===== src/rtl/alu_wb_buffer.sv =====
`default_nettype none
// ============================================================================
// Module   : alu_wb_buffer
// Purpose  : In-order result queue between the ALU and register writeback.
//            Results targeting register x0 complete their handshake but are
//            dropped. A sticky flag records any accepted overflowing result.
// Ports    : CLK, RST            - clock, async active-high reset
//            flush               - synchronous discard of all queued entries
//            in_valid/in_ready   - ALU-side handshake
//            in_result/in_rd/in_overflow - ALU result, tag, overflow flag
//            out_valid/out_ready - writeback-side handshake
//            out_result/out_rd/out_overflow - head entry (zero when empty)
//            count               - number of queued entries
//            ovf_sticky/ovf_clear - sticky overflow flag and its clear
// Revision : 1.0 - initial release
// ============================================================================
module alu_wb_buffer #(
  parameter int DEPTH = 4,
  parameter int TAG_W = 5
) (
  input  logic                       CLK,
  input  logic                       RST,
  input  logic                       flush,
  input  logic                       in_valid,
  output logic                       in_ready,
  input  logic [31:0]                in_result,
  input  logic [TAG_W-1:0]           in_rd,
  input  logic                       in_overflow,
  output logic                       out_valid,
  input  logic                       out_ready,
  output logic [31:0]                out_result,
  output logic [TAG_W-1:0]           out_rd,
  output logic                       out_overflow,
  output logic [$clog2(DEPTH):0]     count,
  output logic                       ovf_sticky,
  input  logic                       ovf_clear
);

  localparam int PTR_W = $clog2(DEPTH);
  localparam int CNT_W = PTR_W + 1;
  localparam int ENT_W = 32 + TAG_W + 1;
  localparam logic [CNT_W-1:0] c_DEPTH = CNT_W'(DEPTH);

  logic [ENT_W-1:0] r_mem [DEPTH];
  logic [PTR_W-1:0] r_wr_ptr;
  logic [PTR_W-1:0] r_rd_ptr;
  logic [CNT_W-1:0] r_count;
  logic             r_ovf_sticky;

  logic             w_push;
  logic             w_store;
  logic             w_pop;
  logic [ENT_W-1:0] w_head;

  // in_ready depends only on registered occupancy, never on out_ready,
  // so a full buffer does not accept even when a pop happens this cycle.
  assign in_ready  = (r_count < c_DEPTH);
  assign out_valid = (r_count != '0);

  assign w_push  = in_valid && in_ready;
  // x0 results are consumed but never occupy a slot
  assign w_store = w_push && (in_rd != '0);
  assign w_pop   = out_valid && out_ready;

  assign w_head = r_mem[r_rd_ptr];

  always_comb begin
    out_result   = '0;
    out_rd       = '0;
    out_overflow = 1'b0;
    if (out_valid) begin
      out_result   = w_head[ENT_W-1 -: 32];
      out_rd       = w_head[TAG_W:1];
      out_overflow = w_head[0];
    end
  end

  assign count      = r_count;
  assign ovf_sticky = r_ovf_sticky;

  // Storage is not reset; the pointers and count alone define validity.
  always_ff @(posedge CLK) begin
    if (w_store && !flush) begin
      r_mem[r_wr_ptr] <= {in_result, in_rd, in_overflow};
    end
  end

  always_ff @(posedge CLK or posedge RST) begin
    if (RST) begin
      r_wr_ptr <= '0;
      r_rd_ptr <= '0;
      r_count  <= '0;
    end else if (flush) begin
      r_wr_ptr <= '0;
      r_rd_ptr <= '0;
      r_count  <= '0;
    end else begin
      if (w_store) begin
        r_wr_ptr <= r_wr_ptr + 1'b1;
      end
      if (w_pop) begin
        r_rd_ptr <= r_rd_ptr + 1'b1;
      end
      case ({w_store, w_pop})
        2'b10:   r_count <= r_count + 1'b1;
        2'b01:   r_count <= r_count - 1'b1;
        default: r_count <= r_count;
      endcase
    end
  end

  // Set has priority over clear; flush leaves the flag alone and an
  // overflowing push during a flush cycle still counts as accepted.
  always_ff @(posedge CLK or posedge RST) begin
    if (RST) begin
      r_ovf_sticky <= 1'b0;
    end else if (w_push && in_overflow) begin
      r_ovf_sticky <= 1'b1;
    end else if (ovf_clear) begin
      r_ovf_sticky <= 1'b0;
    end
  end

endmodule
`default_nettype wire


===== config.mk =====
export PLATFORM = sky130hd
export DESIGN_NAME = alu_wb_buffer
export DESIGN_NICKNAME = d
export VERILOG_FILES = /design/src/rtl/alu_wb_buffer.sv
export SDC_FILE = /design/constraint.sdc
export NUM_CORES = 1
export LEC_CHECK = 0
export BUFFER_PORTS_ARGS = -buffer_cell sky130_fd_sc_hd__buf_2
export CORE_MARGIN = 4
export CORE_UTILIZATION = 50
export CTS_CLUSTER_DIAMETER = 100
export CTS_CLUSTER_SIZE = 24
export DETAILED_ROUTE_END_ITERATION = 8
export GPL_ROUTABILITY_DRIVEN = 0
export PLACE_DENSITY = 0.71
export SKIP_CTS_REPAIR_TIMING = 1
export SYNTH_ARGS = -nofsm -noshare
export SYNTH_HDL_FRONTEND = slang
export SYNTH_SLANG_ARGS = --single-unit
export TNS_END_PERCENT = 100

===== constraint.sdc =====
create_clock -name CLK -period 3.89 [get_ports CLK]
set_input_delay 0.1945 -clock CLK [delete_from_list [all_inputs] [get_ports CLK]]
set_output_delay 0.1945 -clock CLK [all_outputs]
set_load 0.05 [all_outputs]

==> results.md, run 1 <==
* Post-Syn Nets at 347
* I/O Pins at 88
* Synth Cell Area at 6276 sq um
* Pwr Density at 722.5 nW/um^2
* Register area share after synthesis at 75.92%
* Clock Path Buffers at 2
* Die Y at 120.0 um
* Startpoint types: flip-flop
* Crit. End Element: primary output
* Data arrival, critical path at 2380 ps
* Placed inst area at 6899 sq um
* RSZ-0062 raised after global routing: no
* Util after Layout at 64.22%
* Reg2reg path depth at 4
* Post-synthesis register bit count at 160
* Headroom to the max-slew limit at 28.64%
* Root buffer cell: clkbuf_16
* CP Class: flip-flop to primary output
* DRC Markers at 0
* Leakage at 2.738 nW
* Port bufs at 87
* TritonCTS buffer count at 17
* Detailed Route WL at 11350 um
* EDFF count, synth at 152
* Total global-route track usage at 16.53%
* Global route overflow at 0
* Total Nets Final at 472
* Worst hold path depth at 1
* Core area at 12160 sq um
* Cell accounting for the most synthesized area: edfxtp_1
* Initial Utilization at 51.60%
* Latest clock arrival within the worst-skew pair at 420 ps
* DIE WIDTH at 120.0 um
* Post-synth top area share at 72.73%
* Syn Area/Cell at 21.06 sq um
* Count of final setup violators at 0
* DP Wirelength at 6413 um
* First-pass GRT wire length at 17440 um
* Initial DRT Pass Iterations at 4
* Fmax at 388.6 MHz
* Worst hold slack at 9.404 ps
* Top FF cell, synth: edfxtp_1
* Initial antenna violation count at 0
* Synth warnings at 0
* Largest net degree at the start of global routing at 40
* Fin crit share at 66.15%
* Antenna cells at 0
* Top cells by area, synth: edfxtp_1 73%, mux4_2 14%, nor2b_1 3.8%
* Post-DR wirelength/cell at 18.78 um
* Status: completed
* Sinks on Clock Net at 160
* Post-route setup TNS at 0 ps
* Detailed router's first-iteration violation count at 249
* Row cnt at 40
* Die area at 14410 sq um
* Yosys cell types at 31
* Post-Layout Inst Area at 7810 sq um
* Depth of the CTS H-tree at 4
* CTS tree: yes
* Asr flop ratio synth at 5.000%
* Top-count cell post-synth: edfxtp_1
* Total of max-cap violations at 0
* Tmin final at 2573 ps
* Worst-case vdd ir drop at 0.0004982 V
* Synth-to-layout area growth at 24.44%
* Vias in the first global route at 3160
* Share of post-route cells with drive strength above 1 at 38.07%
* Remaining antenna violation count at 0
* Vias at 3156
* Final hold violations at 0
* Worst Max-Slew Pin Slew at 1070 ps
* Max-slew violations at 0
* Clk_skew at 5.419 ps
* Crit Path Max Fanout at 25
* Hold/Removal Path Class: input port to flip-flop
* Cells after synthesis at 298
* Crit path required time at 3700 ps
* Clk pin slew, worst setup/hold paths at 60 ps
* Synth cell count leaders: 152 x edfxtp_1, 38 x mux4_2, 38 x nor2b_1, 8 x clkbuf_1, 8 x dfrtp_1
* Via density at 5.225
[power by group]
group,total [mW],switching (mW),internal (mW)
sequential,2.12,0.110,2.01
combinational,1.85,1.24,0.611
clock,1.68,0.617,1.06
[per-stage QoR]
step	worst slack, ps	std cells	total power, mW
6_report	1317	604	5.643
5_1_grt	1134	604	5.886
4_1_cts	1244	573	5.682
3_5_place_dp	1500	541	4.010
3_3_place_gp	1580	541	3.993
2_1_floorplan	1370	298	3.571
[cell families after synthesis]
| family | synth area share [%] |
|---|---|
| buffers and inverters | 1.356 |
| AND/OR/NAND/NOR | 5.742 |
| adder cells (fa/ha/maj) | 1.116 |
| multiplexers | 13.96 |
| flip-flops | 75.92 |
| XOR/XNOR | 0.7776 |
| AO/OA/AOI/OAI | 1.137 |
[worst max-delay path, cell delays in order, from the launching register on]
cell	delay (ps)
dfrtp_2	710
buf_12	300
mux4_2	540
nor2b_1	160
buf_2	240
[flip-flops by register name, indices dropped and copies added, names as in the netlist]
name / cells
r_rd_ptr: 2
r_wr_ptr: 2
r_mem: 152
count: 3
ovf_sticky: 1
[final timing paths]
kind	start	endpoint	slack, ps
max in group asynchronous	RST	r_rd_ptr[1]	3340
hold / removal	in_rd[0]	r_mem[2][1]	9
min in group asynchronous	RST	r_wr_ptr[0]	280
hold reg to reg	ovf_sticky	ovf_sticky	550
setup / recovery	r_rd_ptr[0]	out_result[27]	1320
setup reg to reg	count[2]	r_mem[0][19]	1570
[cell usage in the layout (no fill, tap or decap), drive strengths merged]
master	instances
edfxtp	152
buf	89
mux4	38
nor2b	38
dlygate4sd3	31
clkbuf	18
dfrtp	8
clkinv	8
nor2	7
inv	6
and2	5
ha	4
bufinv	4
o21ai	4
nand2	3
mux2i	2
xnor2	2
clkinvlp	2
nor3	2
or4	1
and2b	1
o31ai	1
xnor3	1
o31a	1
nand2b	1
nor3b	1
nand4b	1
o311ai	1
o2111ai	1
a31oi	1
xor2	1
fa	1
[layout make-up]
type / count / area [sq um]
well taps: 168 / 210.2
flip-flops and latches: 160 / 4767
fillers: 872 / 4352
inverters: 6 / 22.52
clock inverters: 14 / 171.4
multi-input cells: 118 / 1436
clock buffers: 18 / 429.2
repair buffers: 120 / 773.2
[per-layer routing]
metal	track usage (%)	routed length, um	vias up
met2	25.96	5591	85
met1	21.19	4925	1616
met3	6.409	662	16
met5	0	0	-
met4	5.798	165	0
li1	-	-	1439
No activity file was read; power rests on OpenSTA's default activity.
==> inputs of run 2 (changes only) <==
- ABC_AREA: not set -> 1
- PLACE_DENSITY: 0.71 -> 0.74
- clock period: 3.89 -> 2.31 ns (I/O delays scaled with it)
==> run 2 against run 1 <==
Compared with the run above:
- clock skew up 3.9 ps
- final area up 6.7%
- area after synthesis up 4.6%
- combinational power up 120%
- clock power up 83%
- sequential share of layout area down 3.8 points
- worst setup slack worse by 1200 ps
- die area up 4.3%
- register-to-register slack worse by 1300 ps
- first-iteration DRC count up 39%
- routed wire length up 25%
- critical path type unchanged
- largest power group is now combinational logic
- highest routed layer unchanged
==> results.md, run 2 <==
* Depth of the CTS H-tree at 4
* DP Wirelength at 8589 um
* Reg2reg path depth at 6
* Status: completed
* Share of post-route cells with drive strength above 1 at 27.41%
* Post-DR wirelength/cell at 16.72 um
* Initial DRT Pass Iterations at 5
* Remaining antenna violation count at 0
* Initial antenna violation count at 0
* Max stage delay cell, worst path: dfrtp_2
* Total of max-cap violations at 0
* Post-synthesis register bit count at 160
* Worst hold path depth at 4
* Cells after synthesis at 523
* Most flop-heavy register: r_mem
* Clock Path Buffers at 2
* Vias at 4356
* Cell accounting for the most synthesized area: edfxtp_1
* Port bufs at 87
* Synth cell count leaders: 159 x nor2_1, 152 x edfxtp_1, 47 x o21ai_0, 32 x o21ai_1, 21 x a21oi_1
* Fmax at 451.7 MHz
* Compound-Gate Fraction of Synth Area at 10.29%
* Register area share after synthesis at 72.56%
* Worst-case vdd ir drop at 0.0008140 V
* Most frequent cells in the layout: 155 x nor2_1, 152 x edfxtp_1, 87 x buf_2
* Post-Syn Nets at 572
* Max-slew violations at 0
* Worst Max-Slew Pin Slew at 433.9 ps
* Most common cell after layout, fill and taps aside: nor2_1
* Largest net degree at the start of global routing at 58
* Row cnt at 41
* CP max stage delay at 400 ps
* Clk_skew at 9.352 ps
* Count of final setup violators at 0
* Simple-gate share of the synthesized area at 11.64%
* Data arrival, critical path at 2100 ps
* First-pass GRT wire length at 21590 um
* Util after Layout at 65.49%
* CTS tree: yes
* Final hold violations at 0
* Top-count cell post-synth: nor2_1
* Post-Synth Adder-Cell Area at 1.067%
* Crit. End Element: primary output
* Worst hold slack at 37.24 ps
* Root buffer cell: clkbuf_16
* Total global-route track usage at 19.48%
* Initial Utilization at 51.61%
* Number of flip-flops in the largest register at 152
* Fin crit share at 95.84%
* Setup ws final at 96.05 ps
* Asr flop ratio synth at 5.000%
* Pwr Density at 1272 nW/um^2
* Dpl ws at 290.9 ps
* Post-synth top area share at 69.51%
* Clk pin slew, worst setup/hold paths at 60 ps
* Crit Path Max Fanout at 57
* Synth warnings at 0
* Core area at 12720 sq um
* Global route overflow at 0
* Die Y at 122.6 um
* Xor/xnor share of the synthesized area at 0.1334%
* Top cells by area, synth: edfxtp_1 70%, nor2_1 9.1%, o21ai_0 3.6%
* Headroom to the max-slew limit at 71.07%
* Detailed Route WL at 14160 um
* Via density at 5.143
* I/O Pins at 88
* Leakage at 3.150 nW
* DRC Markers at 0
* Yosys cell types at 26
* TritonCTS buffer count at 17
* Antenna cells at 0
* Synth Cell Area at 6566 sq um
* CP Class: flip-flop to primary output
* Syn Area/Cell at 12.56 sq um
* Tmin final at 2214 ps
* Top cell by count, worst path: nor2_1
* EDFF count, synth at 152
* Vias in the first global route at 4238
* Main combinational cell family by area after synthesis: simple AND/OR/NAND/NOR gates
* Worst-path cell chain: buf_6 > nor2_1 > nor2_1 > o21ai_0 > a21oi_2 > buf_2
* Synth-to-layout area growth at 26.89%
* Sinks on Clock Net at 160
* Total Nets Final at 711
* Detailed router's first-iteration violation count at 345
* RSZ-0062 raised after global routing: no
* Mux contribution to synthesized area at 0%
* Top FF cell, synth: edfxtp_1
* DIE WIDTH at 122.6 um
* Die area at 15030 sq um
* Hold/Removal Path Class: input port to flip-flop
* Crit path required time at 2190 ps
* Latest clock arrival within the worst-skew pair at 420 ps
* Startpoint types: flip-flop
## run 2: layer usage
layer	up-vias	global-route usage [%]	wire length, um
li1	2099	-	-
met3	10	6.175	888
met1	2122	25.21	6046
met2	125	31.05	7077
met4	0	7.208	148
met5	-	0	0
## run 2: kinds of logic after synthesis
group,Yosys count
simple gates,189
buf+inv,48
xor+xnor,1
flops,160
compound gates,120
fa+ha+maj,5
## run 2: report_power, final
part / total, mW / switching, mW / leakage, nW / internal, mW
logic: 4.06 / 3.08 / 1.35 / 0.984
clock network: 3.07 / 1.05 / 0.313 / 2.01
registers: 3.47 / 0.0900 / 1.48 / 3.38
## run 2: worst paths after layout
| check | startpoint | endpoint | slack (ps) |
|---|---|---|---|
| max in group asynchronous | RST | r_rd_ptr[1] | 1840 |
| worst min-delay path | flush | count[2] | 40 |
| worst min register to register | ovf_sticky | ovf_sticky | 540 |
| min in group asynchronous | RST | r_rd_ptr[0] | 200 |
| worst max-delay path | r_rd_ptr[0] | out_result[16] | 100 |
| worst max register to register | count[2] | r_mem[3][12] | 290 |
## run 2: critical path: cells and delay by family, from the launching register on
| kind | cells | cell delay (ps) |
|---|---|---|
| buf+inv | 2 | 670 |
| compound gates | 2 | 340 |
| simple gates | 2 | 250 |
| flops | 1 | 400 |
## run 2: through the flow
stage | setup TNS (ps) | std cells | area (sq um) | total power [mW]
after floorplan | -44980 | 523 | 6614 | 6.693
after global placement | 0 | 770 | 7233 | 7.462
after detailed placement | 0 | 770 | 7233 | 7.523
after CTS | -51.81 | 802 | 7884 | 10.60
after global routing | 0 | 847 | 8332 | 11.07
final | 0 | 847 | 8332 | 10.60
## run 2: layout make-up
cell class | instances | area, sq um
timing repair buffer | 149 | 1036
multi-input combinational | 315 | 1587
clock inverter | 12 | 214.0
clock buffer | 20 | 436.7
inverter | 19 | 76.32
tap | 172 | 215.2
fill | 942 | 4390
sequential | 160 | 4767
==> inputs of run 3 (changes only) <==
- CORE_UTILIZATION: 50 -> 52
- PLACE_DENSITY: 0.74 -> 0.76
==> run 3 against run 2 <==
Compared with the run above:
- the flow now finishes with violations (negative hold slack)
- maximum frequency down 0.18%
- cell count down 0.83%
- hold slack worse by 37 ps
- critical path depth unchanged
- final area down 0.20%
- utilization up 2.9 points
- clock-buffer cell count down 1
- sequential power about the same
- worst setup slack worse by 4.0 ps
- critical endpoint is now out_overflow
- highest routed layer unchanged
==> results.md, run 3 (same netlist as run 2, synthesis figures left out) <==
* Via density at 5.273
* I/O Pins at 88
* Initial DRT Pass Iterations at 5
* Sinks on Clock Net at 160
* Crit Path Max Fanout at 39
* Crit path required time at 2190 ps
* Worst Max-Slew Pin Slew at 394.5 ps
* Root buffer cell: clkbuf_16
* Largest net degree at the start of global routing at 40
* Total of max-cap violations at 0
* Count of final setup violators at 0
* Crit. End Element: primary output
* Most frequent cells in the layout: 155 x nor2_1, 152 x edfxtp_1, 86 x buf_2
* Clock Path Buffers at 2
* Total global-route track usage at 20.22%
* Tmin final at 2218 ps
* Final non-filler cell total at 840
* Depth of the CTS H-tree at 4
* Global route overflow at 0
* Initial Utilization at 53.99%
* Leakage at 3.139 nW
* CP top delay family: buffers and inverters
* Remaining antenna violation count at 0
* Synth-to-layout area growth at 26.64%
* Detailed Route WL at 14720 um
* Most common cell after layout, fill and taps aside: nor2_1
* Worst-path cell chain: buf_4 > nor2_1 > nor2_1 > o21ai_0 > a21oi_1 > buf_2
* Violated checks: negative hold slack
* Hold/Removal Path Class: input port to flip-flop
* Fmax at 450.9 MHz
* TritonCTS buffer count at 17
* First-pass GRT wire length at 22740 um
* Core area at 12160 sq um
* Post-Layout Inst Area at 8315 sq um
* Latest clock arrival within the worst-skew pair at 420 ps
* Detailed router's first-iteration violation count at 447
* Sequential share of power at 32.6%
* Combinational share of power at 38.4%
* Vias in the first global route at 4400
* CP max stage delay at 400 ps
* Clock share of power at 28.9%
* Status: finished with violations
* Max stage delay cell, worst path: dfrtp_2
* Flop-to-flop setup slack at 250 ps
* Die Y at 120.4 um
* Internal power at 6.302 mW
* Final hold violations at 1
* Clk_skew at 9.969 ps
* DRC Markers at 0
* CP Class: flip-flop to primary output
* Die area at 14490 sq um
* Switching share of power at 40.59%
* Most flop-heavy register: r_mem
* Post-route setup TNS at 0 ps
* Initial antenna violation count at 0
* Top cell by count, worst path: nor2_1
* DIE WIDTH at 120.4 um
* DP Wirelength at 8810 um
* Worst-case vdd ir drop at 0.001161 V
* Max-slew violations at 0
* Worst hold slack at -0.1146 ps
* Port bufs at 87
* Fin crit share at 96.02%
* Headroom to the max-slew limit at 73.63%
* Share of post-route cells with drive strength above 1 at 27.68%
* Total Nets Final at 708
* Number of flip-flops in the largest register at 152
* Clk pin slew, worst setup/hold paths at 60 ps
* Data arrival, critical path at 2100 ps
* RSZ-0062 raised after global routing: no
* CTS tree: yes
* Placed inst area at 7241 sq um
* Pwr Density at 1276 nW/um^2
* Total design power at 10.61 mW
* NetSw at 4.305 mW
* Antenna cells at 0
* Critical path buffers and inverters at 2
* Row cnt at 40
* Startpoint types: flip-flop
* DP Cell Count at 766
* Post-DR wirelength/cell at 17.52 um
* Vias at 4429
run 3: final cells by class:
class,instances,area [sq um]
multi-input combinational,315,1587
clock inverter,13,210.2
sequential,160,4767
inverter,19,76.32
timing repair buffer,146,1022
tap,168,210.2
fill,833,3846
clock buffer,19,442.9
run 3: tightest hold or removal path, delay by kind of cell:
family,cells,cell delay (ps)
buf+inv,1,120
simple gates,1,90
compound gates,1,60
run 3: layer usage:
metal	wire length, um	vias up	GRT usage (%)
li1	-	2097	-
met4	155	0	6.161
met1	6186	2139	25.94
met3	1008	11	5.332
met2	7365	182	33.95
met5	0	-	0
run 3: stage by stage:
step	worst slack [ps]	utilization [%]
floorplan	-295.9	-
global placement	388.6	59.54
detailed placement	283.9	59.54
CTS	17.67	64.91
global route	4.674	68.37
finish	92.03	68.37
run 3: power by group through the flow:
stage | clock network, mW | registers (mW) | logic [mW]
after global placement | 0 | 3.51 | 3.95
after floorplan | 0 | 3.57 | 3.12
after detailed placement | 0 | 3.53 | 4.00
final | 3.07 | 3.46 | 4.08
after CTS | 3.09 | 3.47 | 4.03
after global routing | 3.20 | 3.48 | 4.36
run 3: final timing paths:
path,cells after the start,endpoint,start
min in group asynchronous,3,count[0],RST
worst max register to register,6,r_mem[2][33],count[2]
worst max-delay path,6,out_overflow,r_rd_ptr[0]
worst min register to register,2,ovf_sticky,ovf_sticky
max in group asynchronous,3,r_rd_ptr[1],RST
worst min-delay path,3,r_rd_ptr[0],out_ready
